### src/rtl/seven_seg_mux.sv
// Multiplexed common-anode seven-segment driver with a built-in scan prescaler and PWM brightness.
// Display values are double-buffered and change only on a frame boundary, so a frame never tears.
module seven_seg_mux #(
   parameter int DIGITS   = 4,
   parameter int PRESCALE = 1024,
   parameter int BRIGHT_W = 3
) (
   input  logic                  clk,
   input  logic                  reset_n,
   input  logic [4*DIGITS-1:0]   value,
   input  logic [DIGITS-1:0]     dp,
   input  logic [DIGITS-1:0]     blank,
   input  logic                  load,
   input  logic [BRIGHT_W-1:0]   brightness,
   output logic [7:0]            seg,
   output logic [DIGITS-1:0]     an
);

   localparam int PRE_W = (PRESCALE > 1) ? $clog2(PRESCALE) : 1;
   localparam int DIG_W = (DIGITS > 1) ? $clog2(DIGITS) : 1;
   localparam logic [PRE_W-1:0]    PRE_LAST   = PRE_W'(PRESCALE - 1);
   localparam logic [DIG_W-1:0]    DIG_LAST   = DIG_W'(DIGITS - 1);
   localparam logic [BRIGHT_W-1:0] PHASE_LAST = '1;

   function automatic logic [6:0] hex7(input logic [3:0] nib);
      logic [6:0] s;
      case (nib)
         4'h0:    s = 7'h40;
         4'h1:    s = 7'h79;
         4'h2:    s = 7'h24;
         4'h3:    s = 7'h30;
         4'h4:    s = 7'h19;
         4'h5:    s = 7'h12;
         4'h6:    s = 7'h02;
         4'h7:    s = 7'h78;
         4'h8:    s = 7'h00;
         4'h9:    s = 7'h10;
         4'hA:    s = 7'h08;
         4'hB:    s = 7'h03;
         4'hC:    s = 7'h46;
         4'hD:    s = 7'h21;
         4'hE:    s = 7'h06;
         default: s = 7'h0E;
      endcase
      return s;
   endfunction

   // Scan timing state
   logic [PRE_W-1:0]    pre_cnt_q, pre_cnt_d;
   logic [BRIGHT_W-1:0] phase_q, phase_d;
   logic [DIG_W-1:0]    digit_q, digit_d;

   // Pending (written by load) and shadow (displayed) buffers
   logic [4*DIGITS-1:0] pend_value_q, pend_value_d;
   logic [DIGITS-1:0]   pend_dp_q, pend_dp_d;
   logic [DIGITS-1:0]   pend_blank_q, pend_blank_d;
   logic                pend_valid_q, pend_valid_d;
   logic [4*DIGITS-1:0] shd_value_q, shd_value_d;
   logic [DIGITS-1:0]   shd_dp_q, shd_dp_d;
   logic [DIGITS-1:0]   shd_blank_q, shd_blank_d;

   logic [7:0]          seg_q, seg_d;
   logic [DIGITS-1:0]   an_q, an_d;

   logic                tick;
   logic                slot_end;
   logic                frame_end;
   logic                lit;
   logic [3:0]          cur_nib;
   logic [3:0]          nib_arr [DIGITS];

   genvar gi;
   generate
      for (gi = 0; gi < DIGITS; gi++) begin : g_nib
         assign nib_arr[gi] = shd_value_q[gi*4 +: 4];
      end
   endgenerate

   always_comb begin
      tick      = (pre_cnt_q == PRE_LAST);
      slot_end  = tick && (phase_q == PHASE_LAST);
      frame_end = slot_end && (digit_q == DIG_LAST);

      pre_cnt_d = tick ? '0 : pre_cnt_q + 1'b1;
      phase_d   = tick ? phase_q + 1'b1 : phase_q;
      digit_d   = digit_q;
      if (slot_end) begin
         digit_d = (digit_q == DIG_LAST) ? '0 : digit_q + 1'b1;
      end
   end

   // A load on the frame-boundary tick is newer than anything pending, so it goes straight to shadow.
   always_comb begin
      pend_value_d = pend_value_q;
      pend_dp_d    = pend_dp_q;
      pend_blank_d = pend_blank_q;
      pend_valid_d = pend_valid_q;
      shd_value_d  = shd_value_q;
      shd_dp_d     = shd_dp_q;
      shd_blank_d  = shd_blank_q;

      if (frame_end) begin
         pend_valid_d = 1'b0;
         if (load) begin
            shd_value_d = value;
            shd_dp_d    = dp;
            shd_blank_d = blank;
         end else if (pend_valid_q) begin
            shd_value_d = pend_value_q;
            shd_dp_d    = pend_dp_q;
            shd_blank_d = pend_blank_q;
         end
      end else if (load) begin
         pend_value_d = value;
         pend_dp_d    = dp;
         pend_blank_d = blank;
         pend_valid_d = 1'b1;
      end
   end

   always_comb begin
      cur_nib = nib_arr[digit_q];
      lit     = (phase_q < brightness) && !shd_blank_q[digit_q];
      seg_d   = 8'hFF;
      an_d    = '1;
      if (lit) begin
         seg_d = {~shd_dp_q[digit_q], hex7(cur_nib)};
         an_d  = ~(DIGITS'(1) << digit_q);
      end
   end

   always_ff @(posedge clk or negedge reset_n) begin
      if (!reset_n) begin
         pre_cnt_q    <= '0;
         phase_q      <= '0;
         digit_q      <= '0;
         pend_value_q <= '0;
         pend_dp_q    <= '0;
         pend_blank_q <= '0;
         pend_valid_q <= 1'b0;
         shd_value_q  <= '0;
         shd_dp_q     <= '0;
         shd_blank_q  <= '1;
         seg_q        <= 8'hFF;
         an_q         <= '1;
      end else begin
         pre_cnt_q    <= pre_cnt_d;
         phase_q      <= phase_d;
         digit_q      <= digit_d;
         pend_value_q <= pend_value_d;
         pend_dp_q    <= pend_dp_d;
         pend_blank_q <= pend_blank_d;
         pend_valid_q <= pend_valid_d;
         shd_value_q  <= shd_value_d;
         shd_dp_q     <= shd_dp_d;
         shd_blank_q  <= shd_blank_d;
         seg_q        <= seg_d;
         an_q         <= an_d;
      end
   end

   assign seg = seg_q;
   assign an  = an_q;

endmodule

### config.mk
export PLATFORM = sky130hd
export DESIGN_NAME = seven_seg_mux
export DESIGN_NICKNAME = d
export VERILOG_FILES = /design/src/rtl/seven_seg_mux.sv
export SDC_FILE = /design/constraint.sdc
export NUM_CORES = 1
export LEC_CHECK = 0
export ABC_AREA = 1
export BUFFER_PORTS_ARGS = -buffer_cell sky130_fd_sc_hd__buf_4
export CAP_MARGIN = 15
export CORE_MARGIN = 2
export CORE_UTILIZATION = 59
export CTS_BUF_LIST = sky130_fd_sc_hd__clkbuf_16
export DETAILED_ROUTE_END_ITERATION = 8
export GPL_TIMING_DRIVEN = 0
export MAX_ROUTING_LAYER = met4
export PLACE_DENSITY = 0.82
export SYNTH_ARGS = -nofsm -noshare
export SYNTH_HDL_FRONTEND = slang
export SYNTH_SLANG_ARGS = --single-unit
### constraint.sdc
create_clock -name clk -period 2.25 [get_ports clk]
set_input_delay 0.3375 -clock clk [delete_from_list [all_inputs] [get_ports clk]]
set_output_delay 0.3375 -clock clk [all_outputs]
set_load 0.1 [all_outputs]
Word-level counts from Yosys, hierarchy flattened. Memory sizes are Yosys's and may differ from the RTL's. Index checks and enable logic that the tools add are counted.

$add $sub $neg: 3. Order comparisons: 3. Equality and inequality tests: 3. Shift-type cells: 1. Muxes and demuxes: 19. Bitwise operators: 4. Reduce and logical (&&, ||, !) cells: 8.

Operator list (count): $mux W16 (2); $mux W4 (7); $add A10 B1 Y10 const B (1); $eq A10 B10 Y1 const B (1); $mux W10 (1); $bmux W4 S2 (1); $mux W8 (1); $bmux W1 S2 (2); $mux W1 (4); $not A4 Y4 (1); $reduce_and A2 Y1 (2); $reduce_bool A2 Y1 (2); $shl A1 B2 Y4 const A (1); $add A3 B1 Y3 const B (1); $eq A3 B3 Y1 const B (1); $ge A3 B3 Y1 const B (1); $logic_and A1 B1 Y1 (3); $lt A2 B3 Y1 const B (1); $lt A3 B3 Y1 (1); $not A2 Y3 (1); $add A2 B1 Y2 const B (1); $eq A2 B2 Y1 const B (1); $mux W2 (1); $not A1 Y1 (2); $logic_not A1 Y1 (1).

Register bits after elaboration: 76. Bits in read-only memories: 112. Input bits: 30. Output and inout bits: 12. Word-level logic and storage cells: 54. Memories kept: 1.

Memories: (no name shown) (depth 16, width 7, read ports 1, clocked after Yosys merged registers in 0, write ports 0, line 27) `case (nib)`.

Depth between registers and ports, before layout. Gate-level depths: netlist of run 1. An unclocked memory read counts as a cell.

Depth in word-level cells: 6. Depth in mapped cells: 12. Gate-level depth less buffers: 10.

Worst setup path before layout of run 1. Ideal clock, no wire load.

Path type: register -> register. From: register digit_q[0]. To: register seg_q[3] (netlist: seg[3]). Library setup time: 0.064 ns. Arrival time: 1.627 ns. Data required time: 2.186 ns. Path slack: 0.559 ns. Cell stages (with the launch flop): 13. Cell sequence: dfrtp_1 -> clkbuf_2 -> inv_1 -> buf_2 -> nand2_1 -> nand3_1 -> nand2_1 -> inv_1 -> ha_1 -> inv_1 -> nand2_1 -> nand3_1 -> nand3_1.

Cells in the longest elaborated chain, start to end: 6.

RTL lines: from (decl) (line 51) `logic [DIG_W-1:0] digit_q, digit_d;`; from (signal assigned) (line 149) `digit_q <= digit_d;`; $not A2 Y3 (implied by the code) (line 122) `cur_nib = nib_arr[digit_q];`; $bmux W4 S2 (line 122); $mux W4 (implied by the code) (2 in a row) (line 122); $mem_v2 Z16 W7; $mux W8 * (line 126) `if (lit) begin`; net seg_d[3] (line 62) `logic [7:0] seg_q, seg_d;`; to (signal assigned) (line 157) `seg_q <= seg_d;`; to (decl) (line 62).

The timed path passes the listed nets; every way through them passes the cells marked *. The select of a mux whose other input is x is not followed. A chain may end at the register's enable or synchronous reset.

Final worst setup path of run 1. Ends and elaborated chain as after synthesis.

==> flow_summary.toml, run 1 <==
[timing]
fin_worst_skew_ns = 0.00380
fin_setup_tns_ns = 0
rsz0062_at_grt = "false"
finalCritPeriodShare_pct = 94.2
timing.hold.ws_ns = 0.127
setup_viol = 0
hold_viol = 0
fmax_mhz = 472
slew_headroom_pct = 37.9
min_period_ns = 2.12
worstMarginPinSlew_ns = 0.932
drv_slew = 0

[cts]
clk_path_buf_depth = 2
cts.sinks = 76
clk_pin_slew_worst_paths_ns = 0.06
clock_latency_ns = 0.33
cts_setup_buffers = 0
hold_buffers = 0
cts_max_level = 3
cts_tree = "built"
root_buffer = "clkbuf_16"
cts_buffers = 9

[power]
switching_share_pct = 21.6
leakage_nw = 2.60
p_sw_mw = 0.710
powerDensity_nw_per_um2 = 691
p_int_mw = 2.57
pwr-share-clk_pct = 48.7
pwr-share-seq_pct = 43.8
pwr-share-comb_pct = 7.5
ir_drop_v = 0.000562

[setup_path]
worst_ep_required_time_ns = 2.52
arrival_ns = 2.39
timing.setup.critical_path_class = "flip-flop to flip-flop"
cp-start-kind = "flip-flop"
setup.worst_path.end_class = "flip-flop"
cp_slowest_cell = "dfrtp_1"
worst-path-max-fanout = 11
r2r_start = "digit_q[0]"
cp-startpoint = "digit_q[0]"
crit_chain = "clkbuf_2 > inv_1 > clkbuf_4 > nand2_1 > nand3_1 > nand2_1 > inv_1 > ha_1 > inv_1 > nand2_1 > nand3_1 > nand3_1"
max_stage_delay_ns = 0.39

[detailed_routing]
wl_per_cell_um = 13.3
routed_wl_um = 8380
drc = 0
via_count = 3427
first_iter_violations = 237
drtAntennaViolNets = 0
viasPerCell = 5.44
first_pass_iters = 5

[synth]
yosysTopAreaCell = "dfrtp_1"
synth_cells = 494
synth_top_area_share_pct = 37.4
synth.top_cells.by_area = "dfrtp_1, nand2_1, dfstp_2, nand3_1, ha_1"
ys_seq_area_share_pct = 47.9
ys_ff_latch = 76
yosysWarnings = 0
syn-num-nets = 539
syn_area_um2 = 4010
yosys-top-cells-count = "nand2_1, dfrtp_1, nand3_1"
ys.flop_type = "dfrtp_1"
ys_types = 35
async_flop_share_pct = 100
synth_area_per_cell_um2 = 8.12
synth_most_common_cell = "nand2_1"
synth_edf_count = 0

[floorplanning]
dieArea_um2 = 7470
initial_core_util_pct = 60.0
die_width_um = 86.5
io_pins = 42
die_h_um = 86.5
std_cell_rows = 30
core_area_um2 = 6680

[layout]
regArea_um2 = 1920
nFillCells = 511
syn_to_final_growth_pct = 18.3
n_antenna_cell = 0
nets = 590
multi_input_area_um2 = 1840
drive_gt1_share_pct = 18.9

[run_status]
status = "complete, no violations"

[grt]
grt_start_max_net_pins = 77
grt_pass1_wl_um = 14300
grt_usage_pct = 24.7
grt_pass1_vias = 3186
grt_overflow = 0
grt_antenna_before_repair = 0

[placed_design]
portBuffers = 40
gp_congestion = 0.869
hpwl_um = 5760

[flow_run]
drv_cap = 0

[hold_path]
min_path_type = "input port to async pin"
-- worst paths after layout --
kind	cells after the start	slack, ns	end
max	12	0.13	seg[3]
min	1	0.13	pre_cnt_q[4]
max reg2reg	12	0.13	seg[3]
min reg2reg	2	0.47	pend_value_q[13]
max in group asynchronous	1	1.49	shd_value_q[1]
min in group clk	3	0.25	pend_dp_q[2]
-- placed cells by master (no fill, tap or decap), types with 3 or more instances in the layout --
cell type / n
clkbuf_16: 9
bufinv_16: 3
nand2_1: 229
buf_2: 9
clkbuf_1: 5
o21ai_0: 6
nor2_1: 13
ha_1: 15
nand3_1: 56
nand4_1: 24
xor2_1: 4
inv_1: 19
buf_4: 42
buf_6: 4
dfstp_2: 16
dfrtp_1: 60
-- flip-flops by register name (all words and copies together), names as in the netlist --
register / count
phase_q: 3
an: 4
seg: 8
pend_value_q: 16
shd_value_q: 16
pend_valid_q: 1
shd_dp_q: 4
pend_blank_q: 4
digit_q: 2
pend_dp_q: 4
pre_cnt_q: 10
shd_blank_q: 4
-- cells by family (layout without fill, tap and decap cells) --
logic type / count (synthesis) / count (layout) / synth area share (%)
AOI/OAI and AO/OA: 13 / 13 / 1.90
DFF: 76 / 76 / 47.9
buffers and inverters: 47 / 103 / 6.33
xor gates and xnor gates: 6 / 6 / 1.31
adders and majority gates: 15 / 15 / 4.68
and+or+nand+nor: 337 / 337 / 37.9
-- timing repair --
action / CTS / global route
resized for setup: 0 / 1
endpoints found under the hold margin: 0 / 0
endpoints found under the setup margin: 0 / 1
-- metrics by stage --
step	area (um^2)	cells	power (mW)	util, %	setup WS, ns
after floorplan	4010	494	1.60	-	0.559
after global placement	4410	614	1.70	66.0	0.237
after detailed placement	4410	614	1.70	66.0	0.185
after CTS	4740	630	3.29	71.0	0.141
after global routing	4750	630	3.39	71.0	0.0361
final	4750	630	3.28	71.0	0.130
-- final cells by class --
class | instances | share of cell area (%)
multi-input cells | 371 | 38.7
flip-flops and latches | 76 | 40.5
clock inverters | 7 | 2.24
clock buffers | 9 | 4.75
well taps | 80 | 2.11
inverters | 20 | 1.58
repair buffers | 40 | 6.33
plain buffers | 27 | 3.82
-- power groups by stage --
stage / logic, mW / clock network (mW) / registers (mW)
2_1_floorplan: 0.105 / 0 / 1.49
3_3_place_gp: 0.240 / 0 / 1.46
3_5_place_dp: 0.245 / 0 / 1.46
4_1_cts: 0.248 / 1.61 / 1.44
5_1_grt: 0.277 / 1.67 / 1.44
6_report: 0.245 / 1.60 / 1.44
-- worst max-delay path, delay by kind of cell, from the launching register on --
kind / cells / cell delay, ns
buffers and inverters: 5 / 0.81
and+or+nand+nor: 6 / 0.62
DFF: 1 / 0.39
adders and majority gates: 1 / 0.24
-- per-layer routing --
layer | up-vias | share of wire, % | wire, um | global-route usage (%)
met2 | 109 | 50 | 4150 | 39.9
met4 | 0 | 1.6 | 133 | 9.23
met3 | 17 | 4.9 | 413 | 3.81
met1 | 1613 | 44 | 3680 | 31.7
li1 | 1688 | - | - | -
met5 | - | 0 | 0 | -
Power figures use the tool's default switching activity.
==> inputs of run 2 (changes only) <==
--- a/config.mk
+++ b/config.mk
@@ -9,12 +9,12 @@
 export BUFFER_PORTS_ARGS = -buffer_cell sky130_fd_sc_hd__buf_4
 export CAP_MARGIN = 15
 export CORE_MARGIN = 2
-export CORE_UTILIZATION = 59
+export CORE_UTILIZATION = 45
 export CTS_BUF_LIST = sky130_fd_sc_hd__clkbuf_16
 export DETAILED_ROUTE_END_ITERATION = 8
 export GPL_TIMING_DRIVEN = 0
 export MAX_ROUTING_LAYER = met4
-export PLACE_DENSITY = 0.82
+export PLACE_DENSITY = 0.66
 export SYNTH_ARGS = -nofsm -noshare
 export SYNTH_HDL_FRONTEND = slang
 export SYNTH_SLANG_ARGS = --single-unit
==> flow_summary.toml, run 2 (same netlist as run 1, synthesis figures left out) <==
[run_status]
status = "complete, no violations"

[placed_design]
place_area_um2 = 4450
portBuffers = 40
pre_cts_slack_ns = 0.137
hpwl_um = 5980
gp_congestion = 0.887
dp_cells = 642

[power]
leakage_nw = 2.61
power.total_mw = 3.32
powerDensity_nw_per_um2 = 691
ir_drop_v = 0.000437

[timing]
slew_headroom_pct = 36.2
fin_worst_skew_ns = 0.00714
hold_viol = 0
fmax_mhz = 508
min_period_ns = 1.97
finalCritPeriodShare_pct = 87.5
worstMarginPinSlew_ns = 0.957
setup_viol = 0
fin_setup_tns_ns = 0
timing.hold.ws_ns = 0.155
fin_ws_ns = 0.281
drv_slew = 0
rsz0062_at_grt = "false"

[setup_path]
timing.setup.critical_path_class = "flip-flop to flip-flop"
reg2regPathDepth = 12
r2r-end = "seg[3]"
worst_ep_required_time_ns = 2.52
cp-start-kind = "flip-flop"
setup.worst_path.end_class = "flip-flop"
worst-path-max-fanout = 11
arrival_ns = 2.24
r2r_start = "digit_q[0]"
ff2ff_setup_slack_ns = 0.28

[grt]
grt_overflow = 0
grt_pass1_vias = 3194
use_met2_pct = 30.1
top_usage_layer = "met2"
grt_usage_pct = 19.3
use_met3_pct = 3.05
grt_start_max_net_pins = 77
grt_antenna_before_repair = 0
grt_use_met1_pct = 26.6
grt_pass1_wl_um = 14900

[cts]
clk_pin_slew_worst_paths_ns = 0.06
root_buffer = "clkbuf_16"
cts_max_level = 3
cts_tree = "built"
clk_path_buf_depth = 2
clock_latency_ns = 0.33
cts_buffers = 9
cts.sinks = 76
cts_setup_buffers = 0

[hold_path]
min_path_type = "input port to async pin"

[floorplanning]
initial_core_util_pct = 46.2
io_pins = 42
std_cell_rows = 34
die_h_um = 98.4
die_width_um = 98.4
core_area_um2 = 8680
dieArea_um2 = 9690

[layout]
final_cell_mix = "nand2_1, dfrtp_1, nand3_1, buf_4, nand4_1"
instances_no_fill = 658
layout_commonest_cell = "nand2_1"
syn_to_final_growth_pct = 19.6
n_antenna_cell = 0
reg.largest.list = "pend_value_q x16, shd_value_q x16, pre_cnt_q x10"
nets = 590
final_cell_area_um2 = 4800
final_util_pct = 55.3
drive_gt1_share_pct = 19.8

[detailed_routing]
viasPerCell = 4.98
first_pass_iters = 5
drtAntennaViolNets = 0
drc = 0
wl_per_cell_um = 12.8
via_count = 3278
routed_wl_um = 8420
first_iter_violations = 159

[flow_run]
drv_cap = 0
## run 2: cell types whose count changed in the layout (fill, tap and decap cells not counted), sizes merged
cell	change
buf	+1
clkbuf	-1
clkinvlp	+1
clkinv	-2
inv	+1
## run 2: final cells by class
cell class,instances,area [um^2]
fillers,813,3880
flip-flops and latches,76,1920
multi-input cells,371,1840
repair buffers,40,300
clock buffers,9,225
plain buffers,27,185
well taps,108,135
clock inverters,7,115
inverters,20,75.1
## run 2: how the worst max path moves through the flow
stage          depth (start not counted)  startpoint     end  slack (ns)
2_1_floorplan                         12  digit_q[0]  seg[3]        0.56
3_3_place_gp                          12  digit_q[0]  seg[0]        0.21
3_5_place_dp                          12  digit_q[0]  seg[0]        0.14
4_1_cts                               12  digit_q[0]  seg[0]        0.12
5_1_grt                               12  digit_q[0]  seg[3]        0.07
6_report                              12  digit_q[0]  seg[3]        0.28
## run 2: metal layers
| metal | vias to the layer above | share of wire (%) |
|---|---|---|
| li1 | 1694 | - |
| met1 | 1498 | 48 |
| met2 | 75 | 47 |
| met3 | 11 | 4.1 |
| met4 | 0 | 0.86 |
| met5 | - | 0 |
## run 2: report_power, final
group | switching, mW | internal (mW)
Combinational | 0.160 | 0.0859
Sequential | 0.0206 | 1.41
Clock | 0.555 | 1.08
## run 2: critical path: stages (launching register included)
cell and delay, ns:
dfrtp_1 0.40, clkbuf_2 0.18, inv_2 0.13, buf_6 0.16
nand2_1 0.06, nand3_1 0.08, nand2_1 0.17, inv_1 0.15
ha_1 0.20, nand3_1 0.16, nand2_1 0.11, nand2_1 0.05
nand3_1 0.07
## run 2: timing repair
action | in CTS | in global routing
hold endpoints to repair | 0 | 0
hold buffers | 0 | 0
resized for setup | 0 | 6
setup endpoints to repair | 0 | 5
